$ cat src/rtl/rvfi_dii_pkg.sv
// Shared types and constants for the RVFI-DII bridge: FSM states, command
// encodings, packet layout and the trace meta-word builder.
package rvfi_dii_pkg;

    typedef enum logic [2:0] {
        ST_IDLE     = 3'd0,
        ST_ISSUE    = 3'd1,
        ST_WAIT_RET = 3'd2,
        ST_SEND     = 3'd3,
        ST_CORE_RST = 3'd4
    } state_e;

    localparam logic CMD_INSTR = 1'b0;
    localparam logic CMD_RESET = 1'b1;

    localparam int PKT_WORDS = 8;
    localparam int IDX_W     = $clog2(PKT_WORDS);

    localparam int META_HALT      = 31;
    localparam int META_TRAP      = 30;
    localparam int META_RD_LSB    = 25;
    localparam int META_RMASK_LSB = 21;
    localparam int META_WMASK_LSB = 17;
    localparam int META_PRIV_LSB  = 15;
    localparam int META_INT_VALID = 14;
    localparam int META_MEM_VALID = 13;

    typedef struct packed {
        logic [31:0] pc_rdata;
        logic [31:0] pc_wdata;
        logic [31:0] insn;
        logic [31:0] rd_wdata;
        logic [31:0] mem_addr;
        logic [31:0] mem_rdata;
        logic [31:0] mem_wdata;
        logic        halt;
        logic        trap;
        logic [4:0]  rd_addr;
        logic [3:0]  mem_rmask;
        logic [3:0]  mem_wmask;
        logic [1:0]  priv;
    } pkt_t;

    // Trapped retirements never report a register or memory side effect.
    function automatic logic [31:0] build_meta(pkt_t p);
        logic [31:0] m;
        m = '0;
        m[META_HALT]                = p.halt;
        m[META_TRAP]                = p.trap;
        m[META_RD_LSB    +: 5]      = p.rd_addr;
        m[META_RMASK_LSB +: 4]      = p.mem_rmask;
        m[META_WMASK_LSB +: 4]      = p.mem_wmask;
        m[META_PRIV_LSB  +: 2]      = p.priv;
        m[META_INT_VALID]           = !p.trap && (p.rd_addr != 5'd0);
        m[META_MEM_VALID]           = !p.trap && ((p.mem_rmask | p.mem_wmask) != 4'd0);
        return m;
    endfunction

endpackage

$ cat src/rtl/rvfi_dii_bridge_if.sv
// Signal bundle between the DII host, the core under test and the bridge.
// slave = bridge side, master = host/core side.
interface rvfi_dii_bridge_if;

    logic        cmd_valid;
    logic        cmd_ready;
    logic        cmd_type;
    logic [31:0] cmd_instr;

    logic        core_instr_valid;
    logic        core_instr_ready;
    logic [31:0] core_instr;
    logic        core_rst;

    logic        ret_valid;
    logic [31:0] ret_pc_rdata;
    logic [31:0] ret_pc_wdata;
    logic [31:0] ret_insn;
    logic [31:0] ret_rd_wdata;
    logic [31:0] ret_mem_addr;
    logic [31:0] ret_mem_rdata;
    logic [31:0] ret_mem_wdata;
    logic        ret_trap;
    logic [4:0]  ret_rd_addr;
    logic [3:0]  ret_mem_rmask;
    logic [3:0]  ret_mem_wmask;
    logic [1:0]  ret_priv;

    logic        rsp_valid;
    logic        rsp_ready;
    logic [31:0] rsp_data;
    logic        rsp_last;
    logic        err_sticky;

    modport slave (
        input  cmd_valid, cmd_type, cmd_instr,
        output cmd_ready,
        output core_instr_valid, core_instr, core_rst,
        input  core_instr_ready,
        input  ret_valid, ret_pc_rdata, ret_pc_wdata, ret_insn, ret_rd_wdata,
        input  ret_mem_addr, ret_mem_rdata, ret_mem_wdata, ret_trap,
        input  ret_rd_addr, ret_mem_rmask, ret_mem_wmask, ret_priv,
        output rsp_valid, rsp_data, rsp_last,
        input  rsp_ready,
        output err_sticky
    );

    modport master (
        output cmd_valid, cmd_type, cmd_instr,
        input  cmd_ready,
        input  core_instr_valid, core_instr, core_rst,
        output core_instr_ready,
        output ret_valid, ret_pc_rdata, ret_pc_wdata, ret_insn, ret_rd_wdata,
        output ret_mem_addr, ret_mem_rdata, ret_mem_wdata, ret_trap,
        output ret_rd_addr, ret_mem_rmask, ret_mem_wmask, ret_priv,
        input  rsp_valid, rsp_data, rsp_last,
        output rsp_ready,
        input  err_sticky
    );

endinterface

$ cat src/rtl/rvfi_pkt_serializer.sv
// Holds one trace packet and streams it as PKT_WORDS 32-bit words over a
// valid/ready channel; a new load restarts from word 0.
module rvfi_pkt_serializer
    import rvfi_dii_pkg::*;
(
    input  logic        clk,
    input  logic        rst,
    input  logic        load,
    input  pkt_t        pkt_in,
    input  logic        rsp_ready,
    output logic        rsp_valid,
    output logic [31:0] rsp_data,
    output logic        rsp_last,
    output logic        done
);

    localparam logic [IDX_W-1:0] LAST_IDX = IDX_W'(PKT_WORDS - 1);

    pkt_t             pkt_q;
    logic [IDX_W-1:0] idx_q;
    logic             busy_q;
    logic [31:0]      word;

    always_ff @(posedge clk) begin
        if (rst) begin
            pkt_q  <= '0;
            idx_q  <= '0;
            busy_q <= 1'b0;
        end else if (load) begin
            pkt_q  <= pkt_in;
            idx_q  <= '0;
            busy_q <= 1'b1;
        end else if (busy_q && rsp_ready) begin
            if (idx_q == LAST_IDX) begin
                idx_q  <= '0;
                busy_q <= 1'b0;
            end else begin
                idx_q <= idx_q + 1'b1;
            end
        end
    end

    always_comb begin
        word = '0;
        case (idx_q)
            3'd0: word = pkt_q.pc_rdata;
            3'd1: word = pkt_q.pc_wdata;
            3'd2: word = pkt_q.insn;
            3'd3: word = pkt_q.rd_wdata;
            3'd4: word = pkt_q.mem_addr;
            3'd5: word = pkt_q.mem_rdata;
            3'd6: word = pkt_q.mem_wdata;
            3'd7: word = build_meta(pkt_q);
            default: word = '0;
        endcase
    end

    // Bus reads zero whenever no packet is being offered.
    assign rsp_valid = busy_q;
    assign rsp_data  = busy_q ? word : 32'd0;
    assign rsp_last  = busy_q && (idx_q == LAST_IDX);
    assign done      = busy_q && rsp_ready && (idx_q == LAST_IDX);

endmodule

$ cat src/rtl/rvfi_dii_bridge.sv
// RVFI-DII bridge: injects host instructions into the core, captures the
// retirement record and returns it to the host as an 8-word trace packet.
//
// state       | meaning
// ------------+---------------------------------------------------------
// IDLE        | ready for a host command
// ISSUE       | instruction offered to core, waiting for core_instr_ready
// WAIT_RET    | waiting for retirement, timeout timer running
// SEND        | serializer streaming the packet to the host
// CORE_RST    | core reset pulse in progress
module rvfi_dii_bridge
    import rvfi_dii_pkg::*;
#(
    parameter int RST_CYCLES  = 4,
    parameter int RET_TIMEOUT = 1024
) (
    input  logic             clk,
    input  logic             rst,
    rvfi_dii_bridge_if.slave bus
);

    localparam logic [15:0] TMO_LOAD = 16'(RET_TIMEOUT - 1);
    localparam logic [15:0] RST_LOAD = 16'(RST_CYCLES - 1);

    state_e      state_q, state_d;
    logic [31:0] instr_q, instr_d;
    logic [15:0] tmr_q, tmr_d;
    logic        err_q, err_d;

    pkt_t        ret_pkt;
    pkt_t        pkt_new;
    logic        pkt_load;
    logic        pkt_done;

    always_comb begin
        ret_pkt           = '0;
        ret_pkt.pc_rdata  = bus.ret_pc_rdata;
        ret_pkt.pc_wdata  = bus.ret_pc_wdata;
        ret_pkt.insn      = bus.ret_insn;
        ret_pkt.rd_wdata  = (bus.ret_rd_addr == 5'd0) ? 32'd0 : bus.ret_rd_wdata;
        ret_pkt.mem_addr  = bus.ret_mem_addr;
        ret_pkt.mem_rdata = bus.ret_mem_rdata;
        ret_pkt.mem_wdata = bus.ret_mem_wdata;
        ret_pkt.trap      = bus.ret_trap;
        ret_pkt.rd_addr   = bus.ret_rd_addr;
        ret_pkt.mem_rmask = bus.ret_mem_rmask;
        ret_pkt.mem_wmask = bus.ret_mem_wmask;
        ret_pkt.priv      = bus.ret_priv;
    end

    always_ff @(posedge clk) begin
        if (rst) begin
            state_q <= ST_IDLE;
            instr_q <= '0;
            tmr_q   <= '0;
            err_q   <= 1'b0;
        end else begin
            state_q <= state_d;
            instr_q <= instr_d;
            tmr_q   <= tmr_d;
            err_q   <= err_d;
        end
    end

    always_comb begin
        state_d  = state_q;
        instr_d  = instr_q;
        tmr_d    = tmr_q;
        err_d    = err_q;
        pkt_load = 1'b0;
        pkt_new  = '0;

        if (bus.ret_valid && (state_q != ST_WAIT_RET)) begin
            err_d = 1'b1;
        end

        case (state_q)
            ST_IDLE: begin
                if (bus.cmd_valid) begin
                    if (bus.cmd_type == CMD_RESET) begin
                        state_d = ST_CORE_RST;
                        tmr_d   = RST_LOAD;
                    end else begin
                        state_d = ST_ISSUE;
                        instr_d = bus.cmd_instr;
                    end
                end
            end
            ST_ISSUE: begin
                if (bus.core_instr_ready) begin
                    state_d = ST_WAIT_RET;
                    tmr_d   = TMO_LOAD;
                end
            end
            ST_WAIT_RET: begin
                // A retirement on the terminal-count cycle still wins.
                if (bus.ret_valid) begin
                    pkt_load = 1'b1;
                    pkt_new  = ret_pkt;
                    state_d  = ST_SEND;
                end else if (tmr_q == 16'd0) begin
                    pkt_load     = 1'b1;
                    pkt_new.trap = 1'b1;
                    err_d        = 1'b1;
                    state_d      = ST_SEND;
                end else begin
                    tmr_d = tmr_q - 16'd1;
                end
            end
            ST_SEND: begin
                if (pkt_done) begin
                    state_d = ST_IDLE;
                end
            end
            ST_CORE_RST: begin
                if (tmr_q == 16'd0) begin
                    pkt_load     = 1'b1;
                    pkt_new.halt = 1'b1;
                    state_d      = ST_SEND;
                end else begin
                    tmr_d = tmr_q - 16'd1;
                end
            end
            default: state_d = ST_IDLE;
        endcase
    end

    rvfi_pkt_serializer u_ser (
        .clk       (clk),
        .rst       (rst),
        .load      (pkt_load),
        .pkt_in    (pkt_new),
        .rsp_ready (bus.rsp_ready),
        .rsp_valid (bus.rsp_valid),
        .rsp_data  (bus.rsp_data),
        .rsp_last  (bus.rsp_last),
        .done      (pkt_done)
    );

    // The core is held in reset for as long as the bridge itself is.
    assign bus.cmd_ready        = !rst && (state_q == ST_IDLE);
    assign bus.core_instr_valid = !rst && (state_q == ST_ISSUE);
    assign bus.core_instr       = instr_q;
    assign bus.core_rst         = rst || (state_q == ST_CORE_RST);
    assign bus.err_sticky       = err_q;

endmodule
$ cat src/flat_wrapper.sv
// flat-port wrapper written by rule: the top's interface ports become plain ports
module rvfi_dii_bridge_flat import rvfi_dii_pkg::*;
#(
    parameter int RST_CYCLES  = 4,
    parameter int RET_TIMEOUT = 1024
)
  (clk, rst, bus_cmd_valid, bus_cmd_type, bus_cmd_instr, bus_cmd_ready, bus_core_instr_valid, bus_core_instr, bus_core_rst, bus_core_instr_ready, bus_ret_valid, bus_ret_pc_rdata, bus_ret_pc_wdata, bus_ret_insn, bus_ret_rd_wdata, bus_ret_mem_addr, bus_ret_mem_rdata, bus_ret_mem_wdata, bus_ret_trap, bus_ret_rd_addr, bus_ret_mem_rmask, bus_ret_mem_wmask, bus_ret_priv, bus_rsp_valid, bus_rsp_data, bus_rsp_last, bus_rsp_ready, bus_err_sticky);
  rvfi_dii_bridge_if bus_i ();
  input  logic clk;
  input  logic rst;
  input wire logic [$bits(bus_i.cmd_valid)-1:0] bus_cmd_valid;
  input wire logic [$bits(bus_i.cmd_type)-1:0] bus_cmd_type;
  input wire logic [$bits(bus_i.cmd_instr)-1:0] bus_cmd_instr;
  output wire logic [$bits(bus_i.cmd_ready)-1:0] bus_cmd_ready;
  output wire logic [$bits(bus_i.core_instr_valid)-1:0] bus_core_instr_valid;
  output wire logic [$bits(bus_i.core_instr)-1:0] bus_core_instr;
  output wire logic [$bits(bus_i.core_rst)-1:0] bus_core_rst;
  input wire logic [$bits(bus_i.core_instr_ready)-1:0] bus_core_instr_ready;
  input wire logic [$bits(bus_i.ret_valid)-1:0] bus_ret_valid;
  input wire logic [$bits(bus_i.ret_pc_rdata)-1:0] bus_ret_pc_rdata;
  input wire logic [$bits(bus_i.ret_pc_wdata)-1:0] bus_ret_pc_wdata;
  input wire logic [$bits(bus_i.ret_insn)-1:0] bus_ret_insn;
  input wire logic [$bits(bus_i.ret_rd_wdata)-1:0] bus_ret_rd_wdata;
  input wire logic [$bits(bus_i.ret_mem_addr)-1:0] bus_ret_mem_addr;
  input wire logic [$bits(bus_i.ret_mem_rdata)-1:0] bus_ret_mem_rdata;
  input wire logic [$bits(bus_i.ret_mem_wdata)-1:0] bus_ret_mem_wdata;
  input wire logic [$bits(bus_i.ret_trap)-1:0] bus_ret_trap;
  input wire logic [$bits(bus_i.ret_rd_addr)-1:0] bus_ret_rd_addr;
  input wire logic [$bits(bus_i.ret_mem_rmask)-1:0] bus_ret_mem_rmask;
  input wire logic [$bits(bus_i.ret_mem_wmask)-1:0] bus_ret_mem_wmask;
  input wire logic [$bits(bus_i.ret_priv)-1:0] bus_ret_priv;
  output wire logic [$bits(bus_i.rsp_valid)-1:0] bus_rsp_valid;
  output wire logic [$bits(bus_i.rsp_data)-1:0] bus_rsp_data;
  output wire logic [$bits(bus_i.rsp_last)-1:0] bus_rsp_last;
  input wire logic [$bits(bus_i.rsp_ready)-1:0] bus_rsp_ready;
  output wire logic [$bits(bus_i.err_sticky)-1:0] bus_err_sticky;
  assign bus_i.cmd_valid = bus_cmd_valid;
  assign bus_i.cmd_type = bus_cmd_type;
  assign bus_i.cmd_instr = bus_cmd_instr;
  assign bus_cmd_ready = bus_i.cmd_ready;
  assign bus_core_instr_valid = bus_i.core_instr_valid;
  assign bus_core_instr = bus_i.core_instr;
  assign bus_core_rst = bus_i.core_rst;
  assign bus_i.core_instr_ready = bus_core_instr_ready;
  assign bus_i.ret_valid = bus_ret_valid;
  assign bus_i.ret_pc_rdata = bus_ret_pc_rdata;
  assign bus_i.ret_pc_wdata = bus_ret_pc_wdata;
  assign bus_i.ret_insn = bus_ret_insn;
  assign bus_i.ret_rd_wdata = bus_ret_rd_wdata;
  assign bus_i.ret_mem_addr = bus_ret_mem_addr;
  assign bus_i.ret_mem_rdata = bus_ret_mem_rdata;
  assign bus_i.ret_mem_wdata = bus_ret_mem_wdata;
  assign bus_i.ret_trap = bus_ret_trap;
  assign bus_i.ret_rd_addr = bus_ret_rd_addr;
  assign bus_i.ret_mem_rmask = bus_ret_mem_rmask;
  assign bus_i.ret_mem_wmask = bus_ret_mem_wmask;
  assign bus_i.ret_priv = bus_ret_priv;
  assign bus_rsp_valid = bus_i.rsp_valid;
  assign bus_rsp_data = bus_i.rsp_data;
  assign bus_rsp_last = bus_i.rsp_last;
  assign bus_i.rsp_ready = bus_rsp_ready;
  assign bus_err_sticky = bus_i.err_sticky;
  rvfi_dii_bridge #(.RST_CYCLES(RST_CYCLES), .RET_TIMEOUT(RET_TIMEOUT)) u_core (.clk(clk), .rst(rst), .bus(bus_i));
endmodule
$ cat config.mk
export PLATFORM = sky130hd
export DESIGN_NAME = rvfi_dii_bridge_flat
export DESIGN_NICKNAME = d
export VERILOG_FILES = /design/src/rtl/rvfi_dii_pkg.sv /design/src/rtl/rvfi_dii_bridge_if.sv /design/src/rtl/rvfi_pkt_serializer.sv /design/src/rtl/rvfi_dii_bridge.sv /design/src/flat_wrapper.sv
export SDC_FILE = /design/constraint.sdc
export NUM_CORES = 1
export LEC_CHECK = 0
export CORE_MARGIN = 2
export CORE_UTILIZATION = 45
export CTS_CLUSTER_SIZE = 20
export DETAILED_ROUTE_END_ITERATION = 8
export PLACE_DENSITY = 0.74
export SYNTH_ARGS = -nofsm -noshare
export SYNTH_HDL_FRONTEND = slang
export SYNTH_SLANG_ARGS = --single-unit
$ cat constraint.sdc
create_clock -name clk -period 4.7 [get_ports clk]
set_input_delay 0.94 -clock clk [delete_from_list [all_inputs] [get_ports clk]]
set_output_delay 0.94 -clock clk [all_outputs]
set_load 0.01 [all_outputs]
==> results of run 1 <==
[state kept, by name, summed over array words and instances, names as in the netlist]
register	flops
u_core.tmr_q	16
u_core.bus.core_instr	32
u_core.u_ser.pkt_q	241
u_core.bus.err_sticky	1
u_core.state_q	3
u_core.u_ser.rsp_valid	1
u_core.u_ser.idx_q	3
[stage by stage]
| stage | setup WS (ns) | hold slack [ns] | util [%] |
|---|---|---|---|
| final | 0.384 | 0.451 | 63.5 |
| after global routing | 0.265 | 0.473 | 63.5 |
| after CTS | 0.419 | 0.454 | 63.4 |
| after detailed placement | 0.954 | 0.446 | 59.1 |
| after global placement | 0.974 | 0.441 | 59.1 |
| after floorplan | 1.47 | 0.443 | - |
[power groups by stage]
| stage | combinational (mW) | clock, mW | sequential (mW) |
|---|---|---|---|
| finish | 1.80 | 2.66 | 3.19 |
| floorplan | 1.27 | 0 | 3.09 |
| global route | 1.96 | 2.79 | 3.23 |
| detailed placement | 1.78 | 0 | 3.23 |
| CTS | 1.80 | 2.69 | 3.18 |
| global placement | 1.75 | 0 | 3.23 |
[routing by layer]
layer,part of all wire (%),routed length (microns),vias up,global-route usage [%]
met2,44,16900,504,39.5
met4,2.9,1110,4,9.40
met1,44,17100,5092,38.3
li1,-,-,4966,-
met3,9.4,3630,78,6.29
met5,0.070,27,-,0
[placed cells by master, fill, tap and decap left out, types with 4 or more instances in the layout]
cell / n
or4_1: 5
a221oi_1: 5
a21oi_1: 85
a31oi_1: 12
o211a_1: 12
dfxtp_1: 295
nor2b_1: 5
nor2_1: 25
diode_2: 9
mux2_2: 45
o21ai_1: 9
nand4_1: 11
clkbuf_16: 35
nor4_1: 18
clkbuf_8: 8
and2_1: 5
buf_4: 10
clkinv_2: 4
ha_1: 5
buf_12: 4
o21ai_0: 24
clkinvlp_4: 4
nand2_1: 103
inv_1: 7
nand2b_1: 5
clkbuf_1: 5
a221o_1: 5
a211oi_1: 4
a222oi_1: 31
clkdlybuf4s50_1: 347
nor3_1: 14
a22o_1: 244
nand3_1: 8
[worst paths after layout]
check | start | cells past startpoint | slack [ns] | endpoint
min reg2reg | u_core.bus.core_instr[31] | 2 | 0.45 | u_core.bus.core_instr[31]
max reg2reg | u_core.tmr_q[0] | 8 | 1.88 | u_core.u_ser.pkt_q[29]
max | u_core.u_ser.idx_q[2] | 6 | 0.38 | bus_rsp_data[30]
min | u_core.bus.core_instr[31] | 2 | 0.45 | u_core.bus.core_instr[31]
[worst max-delay path, stage by stage (launching register included)]
cell             delay [ns]
dfxtp_2                0.31
inv_1                  0.32
ha_1                   0.95
buf_4                  0.34
a221oi_1               0.11
a31oi_1                0.21
clkdlybuf4s50_1        0.64
[kinds of logic after synthesis]
logic type	count (synthesis)	synth area share [%]
compound gates	448	30.0
xor+xnor	1	0.0746
fa+ha+maj	7	0.746
buf+inv	120	4.95
flops	297	50.6
mux	46	4.40
simple gates	220	9.17
[layout make-up]
cell class / count / area share, %
Clock buffer: 48 / 6.12
Tap cell: 335 / 2.55
Clock inverter: 11 / 0.724
Multi-Input combinational cell: 722 / 31.9
Inverter: 7 / 0.160
Antenna cell: 9 / 0.137
Timing Repair Buffer: 362 / 22.1
Sequential cell: 297 / 36.3
==> impl_metrics.py, run 1 <==
metrics = {
    "sta": {
        "period_share_pct": 91.8,
        "tightest_slew_ns": 1.14,
        "slew_viol_final": 0,
        "hold_viol": 0,
        "tns_ns": 0,
        "relSlewSlack_pct": 23.9,
        "rsz0062_at_grt": "false",
        "clock.fmax_mhz": 232,
        "post-route-min-period_ns": 4.32,
        "finalSetupViolCount": 0,
        "fin_skew_ns": 0.0217,
    },
    "clocking": {
        "htreeDepth": 2,
        "tritoncts": "yes",
        "cts_buffer_depth": 3,
        "post_cts_buffers": 0,
        "cts_root_buf": "clkbuf_16",
        "cts_resized": 0,
        "numCtsBuffers": 34,
        "clock_latency_ns": 0.51,
        "clkTransAtPathRegs_ns": 0.06,
        "cts_sinks": 297,
        "cts.hold.buffers_added": 0,
    },
    "synth": {
        "synth_area_leaders": "dfxtp_1 51%, a22o_1 18%, mux2_2 4.3%, a21oi_1 3.6%, nand2_1 3.3%",
        "netlist_area_sq_um": 11700,
        "yosysMostFrequentCell": "dfxtp_1",
        "synth_edf_count": 0,
        "ys_seq_elements": 297,
        "synth_common_cells": "297 x dfxtp_1, 244 x a22o_1, 103 x nand2_1, 85 x a21oi_1, 66 x clkbuf_1",
        "yosysTopAreaCell": "dfxtp_1",
        "ys_seq_area_share_pct": 50.6,
        "syn_nets": 1425,
        "synthArstFlopShare_pct": 0,
        "synth-main-ff-cell": "dfxtp_1",
        "avgSynthCellArea_sq_um": 10.3,
        "syn_inst": 1139,
        "synth_warnings": 0,
        "synth_top_area_share_pct": 50.6,
        "synth_cell_type_count": 56,
    },
    "final_layout": {
        "multiInputGateArea_sq_um": 5240,
        "finalNonFillerCells": 1791,
        "filler_cell_count": 2065,
        "final_area_sq_um": 16400,
        "synthToLayoutAreaGrowth_pct": 39.8,
        "regArea_sq_um": 5950,
        "drive_gt1_share_pct": 9.12,
        "num-nets-final": 1710,
    },
    "setup_path": {
        "crit_type": "flip-flop to output port",
        "cp-start-kind": "flip-flop",
        "endpoint_kind": "output port",
        "cp.arrival_ns": 3.38,
        "cp_data_required_time_ns": 3.76,
        "worstPathMaxFanout": 23,
    },
    "global_route": {
        "grt_start_max_net_pins": 198,
        "grt_pass1_wl_microns": 57300,
        "antenna_found_initial": 11,
        "gr-total-overflow": 0,
        "grt_usage_pct": 26.8,
        "grt_pass1_vias": 10104,
    },
    "power_and_ir_drop": {
        "power_frac_seq_pct": 41.7,
        "p_leak_nw": 6.22,
        "switching_share_pct": 30.7,
        "p_sw_mw": 2.35,
        "pwr-share-clk_pct": 34.8,
        "totalPowerFinal_mw": 7.65,
        "pwr_density_cell_nw_per_um2": 466,
        "p_int_mw": 5.31,
        "ir_worst_vdd_mv": 0.416,
        "combPwrFrac_pct": 23.5,
    },
    "placement": {
        "dpl_cell_area_sq_um": 15300,
        "dp.cells": 1723,
        "gp_congestion": 0.888,
        "numPortBuffers": 348,
        "dp_hpwl_microns": 26300,
    },
    "detailed_routing": {
        "drc": 0,
        "wl_microns": 38800,
        "viasPerCell": 5.94,
        "drt_iter0_drc": 1234,
        "wl_per_cell_microns": 21.7,
        "vias": 10644,
        "drtPass1Iterations": 7,
        "ant_nets": 0,
    },
    "floorplan": {
        "start_util_pct": 45.4,
        "core_area_sq_um": 25800,
        "die_width_microns": 166,
        "num_rows": 59,
        "dieArea_sq_um": 27400,
        "die-height_microns": 166,
        "ios": 349,
    },
    "job": {
        "cap_violations": 0,
    },
    "hold_path": {
        "worst_hold_path_type": "flip-flop to flip-flop",
    },
    "status": {
        "status": "finished clean",
    },
}
Power figures use the tool's default switching activity.
==> inputs of run 2 (changes only) <==
CORE_ASPECT_RATIO = 2   (was unset)
==> impl_metrics.py, run 2 (synthesis gave the netlist of run 1 again) <==
metrics = {
    "setup_path": {
        "crit_type": "flip-flop to output port",
        "worstPathMaxFanout": 17,
        "cp_data_required_time_ns": 3.76,
        "cp.arrival_ns": 3.47,
        "cp-start-kind": "flip-flop",
        "endpoint_kind": "output port",
    },
    "global_route": {
        "grt_pass1_wl_microns": 62700,
        "grt_start_max_net_pins": 207,
        "grt_pass1_vias": 10502,
        "antenna_found_initial": 14,
        "grt_usage_pct": 29.5,
        "gr-total-overflow": 0,
    },
    "final_layout": {
        "largest_reg_flops": 241,
        "filler_cell_count": 2183,
        "drive_gt1_share_pct": 8.76,
        "top_register": "u_core.u_ser.pkt_q",
        "synthToLayoutAreaGrowth_pct": 38.3,
        "num-nets-final": 1704,
        "layout_commonest_cell": "clkdlybuf4s50_1",
        "final_cell_mix": "347 x clkdlybuf4s50_1, 295 x dfxtp_1, 244 x a22o_1",
    },
    "floorplan": {
        "num_rows": 83,
        "start_util_pct": 45.8,
        "dieArea_sq_um": 27500,
        "die-height_microns": 232,
        "die_width_microns": 118,
        "ios": 349,
        "core_area_sq_um": 25700,
    },
    "detailed_routing": {
        "wl_microns": 42300,
        "viasPerCell": 5.97,
        "drc": 0,
        "ant_nets": 0,
        "drtPass1Iterations": 8,
        "wl_per_cell_microns": 23.7,
        "drt_iter0_drc": 1144,
        "vias": 10683,
    },
    "clocking": {
        "tritoncts": "yes",
        "cts_buffer_depth": 3,
        "numCtsBuffers": 27,
        "htreeDepth": 1,
        "clock_latency_ns": 0.55,
        "cts_root_buf": "clkbuf_16",
        "cts_resized": 0,
        "post_cts_buffers": 0,
        "cts_sinks": 297,
        "clkTransAtPathRegs_ns": 0.07,
        "cts.hold.buffers_added": 0,
    },
    "sta": {
        "relSlewSlack_pct": 26.6,
        "fin_skew_ns": 0.00927,
        "tns_ns": 0,
        "post-route-min-period_ns": 4.41,
        "tightest_slew_ns": 1.10,
        "rsz0062_at_grt": "false",
        "slew_viol_final": 0,
        "finalSetupViolCount": 0,
        "period_share_pct": 93.8,
        "clock.fmax_mhz": 227,
        "setup_ws_ns": 0.292,
        "hold_viol": 0,
    },
    "hold_path": {
        "worst_hold_path_type": "flip-flop to flip-flop",
    },
    "power_and_ir_drop": {
        "pwr_density_cell_nw_per_um2": 455,
        "p_leak_nw": 6.14,
        "ir_worst_vdd_mv": 0.586,
    },
    "status": {
        "status": "finished clean",
    },
    "job": {
        "cap_violations": 0,
    },
    "placement": {
        "gp_congestion": 0.949,
        "numPortBuffers": 348,
        "preCtsSetupSlack_ns": 0.934,
        "dp_hpwl_microns": 30300,
    },
}
run 2: changes by cell type in the layout (fill, tap and decap cells not counted):
| cell | delta |
|---|---|
| clkbuf_16 | -8 |
| clkinvlp_4 | -4 |
| buf_4 | +3 |
| clkbuf_1 | -3 |
| diode_2 | +3 |
| buf_12 | -2 |
| bufinv_16 | +2 |
| clkbuf_8 | -2 |
| clkinv_2 | +2 |
| clkinv_4 | +2 |
| inv_6 | +1 |
run 2: metrics by stage:
step                total power [mW]  std cells  utilization [%]  hold WS [ns]  cell area (sq um)
detailed placement              5.02       1729             59.5         0.447              15300
finish                          7.39       1790             63.3         0.453              16200
floorplan                       4.35       1139                -         0.443              11700
CTS                             7.39       1778             63.2         0.455              16200
global placement                4.98       1729             59.5         0.441              15300
global route                    7.70       1790             63.3         0.473              16200
run 2: path summary, 6_finish.rpt:
check,slack [ns],cells past startpoint,startpoint,to
hold / removal,0.45,2,u_core.bus.core_instr[8],u_core.bus.core_instr[8]
setup / recovery,0.29,8,u_core.u_ser.idx_q[2],bus_rsp_data[20]
hold reg to reg,0.45,2,u_core.bus.core_instr[8],u_core.bus.core_instr[8]
setup reg to reg,1.71,7,u_core.tmr_q[0],u_core.tmr_q[9]
run 2: metal layers:
metal  vias up  routed length [microns]  GRT usage [%]  part of all wire (%)
met2       453                    22300           53.0                    53
met3        88                     2840           5.66                   6.7
met1      5191                    14800           31.4                    35
met4         4                     2410           18.5                   5.7
met5         -                       22              0                 0.052
li1       4947                        -              -                     -
run 2: critical path: stages, from the launching register on:
cell and delay (ns):
dfxtp_2 0.33, inv_1 0.34, ha_1 0.69, buf_4 0.39, a22o_1 0.19, a221oi_1 0.05
o211ai_1 0.13, o211a_1 0.18, clkdlybuf4s50_1 0.60
run 2: layout make-up:
class                      count  area [sq um]  area share (%)
sequential                   297          5950            36.6
inverter                       7          26.3           0.162
multi-input combinational    722          5240            32.3
timing repair buffer         363          3620            22.3
clock inverter                14           185            1.14
tap                          340           425            2.62
clock buffer                  35           766            4.72
antenna                       12          30.0           0.185
run 2: report_power, final:
group / leakage [nW] / total [mW] / switching [mW] / internal (mW)
Combinational: 3.26 / 1.79 / 0.964 / 0.823
Clock: 0.476 / 2.38 / 1.01 / 1.38
Sequential: 2.41 / 3.21 / 0.351 / 2.86
Total: 6.14 / 7.39 / 2.32 / 5.06
==> inputs of run 3 (changes only) <==
SLEW_MARGIN = 20   (was unset)
==> impl_metrics.py, run 3 (synthesis gave the netlist of run 1 again) <==
metrics = {
    "status": {
        "status": "finished clean",
    },
    "global_route": {
        "grt_start_max_net_pins": 207,
        "antenna_found_initial": 10,
        "grt_usage_pct": 29.9,
        "grt_pass1_wl_microns": 63600,
        "gr-total-overflow": 0,
        "grt_pass1_vias": 10579,
    },
    "setup_path": {
        "worstPathMaxFanout": 17,
        "endpoint_kind": "output port",
        "ff2ff_setup_slack_ns": 1.64,
        "r2r_cells": 8,
        "crit_slowest_cell": "ha_1",
        "cp.arrival_ns": 3.46,
        "path_cells": "inv_1 > ha_1 > buf_4 > a22o_1 > a221oi_1 > o211ai_1 > o211a_1 > clkdlybuf4s50_1",
        "cp_data_required_time_ns": 3.76,
        "worstReg2RegStart": "u_core.tmr_q[0]",
        "cp-start-kind": "flip-flop",
        "cp.buffers_inverters": 3,
        "crit-reg2reg-capture": "u_core.u_ser.pkt_q[86]",
        "crit_type": "flip-flop to output port",
        "critical_path.max_stage_delay_ns": 0.69,
        "cp-startpoint": "u_core.u_ser.idx_q[2]",
        "crit_family": "buffers and inverters",
    },
    "power_and_ir_drop": {
        "p_int_mw": 5.17,
        "pwr_density_cell_nw_per_um2": 462,
        "ir_worst_vdd_mv": 0.511,
        "combPwrFrac_pct": 23.8,
        "totalPowerFinal_mw": 7.51,
        "pwr-share-clk_pct": 33.4,
        "p_leak_nw": 6.15,
        "switching_share_pct": 31.2,
        "p_sw_mw": 2.34,
        "power_frac_seq_pct": 42.8,
    },
    "clocking": {
        "cts.hold.buffers_added": 0,
        "cts_buffer_depth": 3,
        "htreeDepth": 1,
        "clock_latency_ns": 0.55,
        "cts_root_buf": "clkbuf_16",
        "post_cts_buffers": 0,
        "cts_sinks": 297,
        "tritoncts": "yes",
        "clkTransAtPathRegs_ns": 0.07,
        "numCtsBuffers": 27,
        "cts_resized": 0,
    },
    "hold_path": {
        "worst_hold_path_type": "flip-flop to flip-flop",
        "whs_path_depth": 2,
        "min_to": "u_core.bus.core_instr[13]",
        "min_from": "u_core.bus.core_instr[13]",
    },
    "placement": {
        "preCtsSetupSlack_ns": 0.930,
        "gp_congestion": 0.949,
        "numPortBuffers": 348,
        "dp_hpwl_microns": 30200,
    },
    "floorplan": {
        "dieArea_sq_um": 27500,
        "core_area_sq_um": 25700,
        "ios": 349,
        "die-height_microns": 232,
        "die_width_microns": 118,
        "start_util_pct": 45.8,
        "num_rows": 83,
    },
    "sta": {
        "post-route-min-period_ns": 4.40,
        "fin_skew_ns": 0.00980,
        "tns_ns": 0,
        "period_share_pct": 93.6,
        "clock.fmax_mhz": 227,
        "slew_viol_final": 0,
        "tightest_slew_ns": 1.00,
        "setup_ws_ns": 0.302,
        "hold_viol": 0,
        "finalSetupViolCount": 0,
        "rsz0062_at_grt": "false",
        "relSlewSlack_pct": 33.1,
    },
    "detailed_routing": {
        "drtPass1Iterations": 6,
        "viasPerCell": 5.99,
        "drc": 0,
        "ant_nets": 0,
        "drt_iter0_drc": 1102,
        "vias": 10713,
        "wl_per_cell_microns": 23.9,
        "wl_microns": 42700,
    },
    "final_layout": {
        "synthToLayoutAreaGrowth_pct": 38.6,
        "layout_commonest_cell": "clkdlybuf4s50_1",
        "drive_gt1_share_pct": 8.77,
        "largest_reg_flops": 241,
        "top_register": "u_core.u_ser.pkt_q",
        "num-nets-final": 1704,
        "final_cell_mix": "347 x clkdlybuf4s50_1, 295 x dfxtp_1, 244 x a22o_1",
        "filler_cell_count": 2157,
    },
    "job": {
        "cap_violations": 0,
    },
}
-- run 3: cell types whose count changed in the layout (fill, tap and decap cells not counted) --
cell,previous run,this run
clkinv_2,6,2
bufinv_16,4,6
clkinvlp_4,0,2
diode_2,12,10
clkinv_4,2,1
nand2_1,103,102
nand2_2,0,1
-- run 3: worst max-delay path by stage --
stage                             to  slack, ns  cells after the start
CTS                 bus_rsp_data[20]       0.33                      8
finish              bus_rsp_data[20]       0.30                      8
floorplan           bus_rsp_data[29]       1.47                      9
global route        bus_rsp_data[20]       0.17                      8
global placement    bus_rsp_data[16]       1.01                      8
detailed placement  bus_rsp_data[20]       0.93                      8
-- run 3: final cells by class --
cell class	count	area (sq um)	share of cell area (%)
Timing Repair Buffer	363	3620	22.2
Sequential cell	297	5950	36.5
Multi-Input combinational cell	722	5240	32.2
Inverter	7	26.3	0.161
Antenna cell	10	25.0	0.154
Clock buffer	35	766	4.70
Clock inverter	13	231	1.42
Tap cell	340	425	2.61
-- run 3: power by group through the flow --
| stage | logic (mW) | registers (mW) | clock network [mW] |
|---|---|---|---|
| after floorplan | 1.27 | 3.09 | 0 |
| after CTS | 1.78 | 3.20 | 2.54 |
| after global routing | 1.95 | 3.25 | 2.62 |
| final | 1.79 | 3.21 | 2.51 |
| after global placement | 1.74 | 3.24 | 0 |
| after detailed placement | 1.77 | 3.25 | 0 |
-- run 3: routing by layer --
metal	track usage, %	vias to the layer above	part of all wire, %
li1	-	4939	-
met1	32.1	5199	34
met2	54.4	471	53
met3	5.81	102	7.1
met4	16.5	2	5.4
met5	0	-	0.028
-- run 3: worst min-delay path, cell delays in order, from the launching register on --
cell,delay [ns]
dfxtp_1,0.31
nand2_1,0.05
a21oi_1,0.05
-- run 3: metrics by stage --
step | hold WS, ns | cells | area, sq um | util [%]
after floorplan | 0.443 | 1139 | 11700 | -
after global placement | 0.441 | 1729 | 15300 | 59.5
after detailed placement | 0.447 | 1729 | 15300 | 59.5
after CTS | 0.455 | 1777 | 16300 | 63.4
after global routing | 0.469 | 1786 | 16300 | 63.4
final | 0.453 | 1787 | 16300 | 63.5
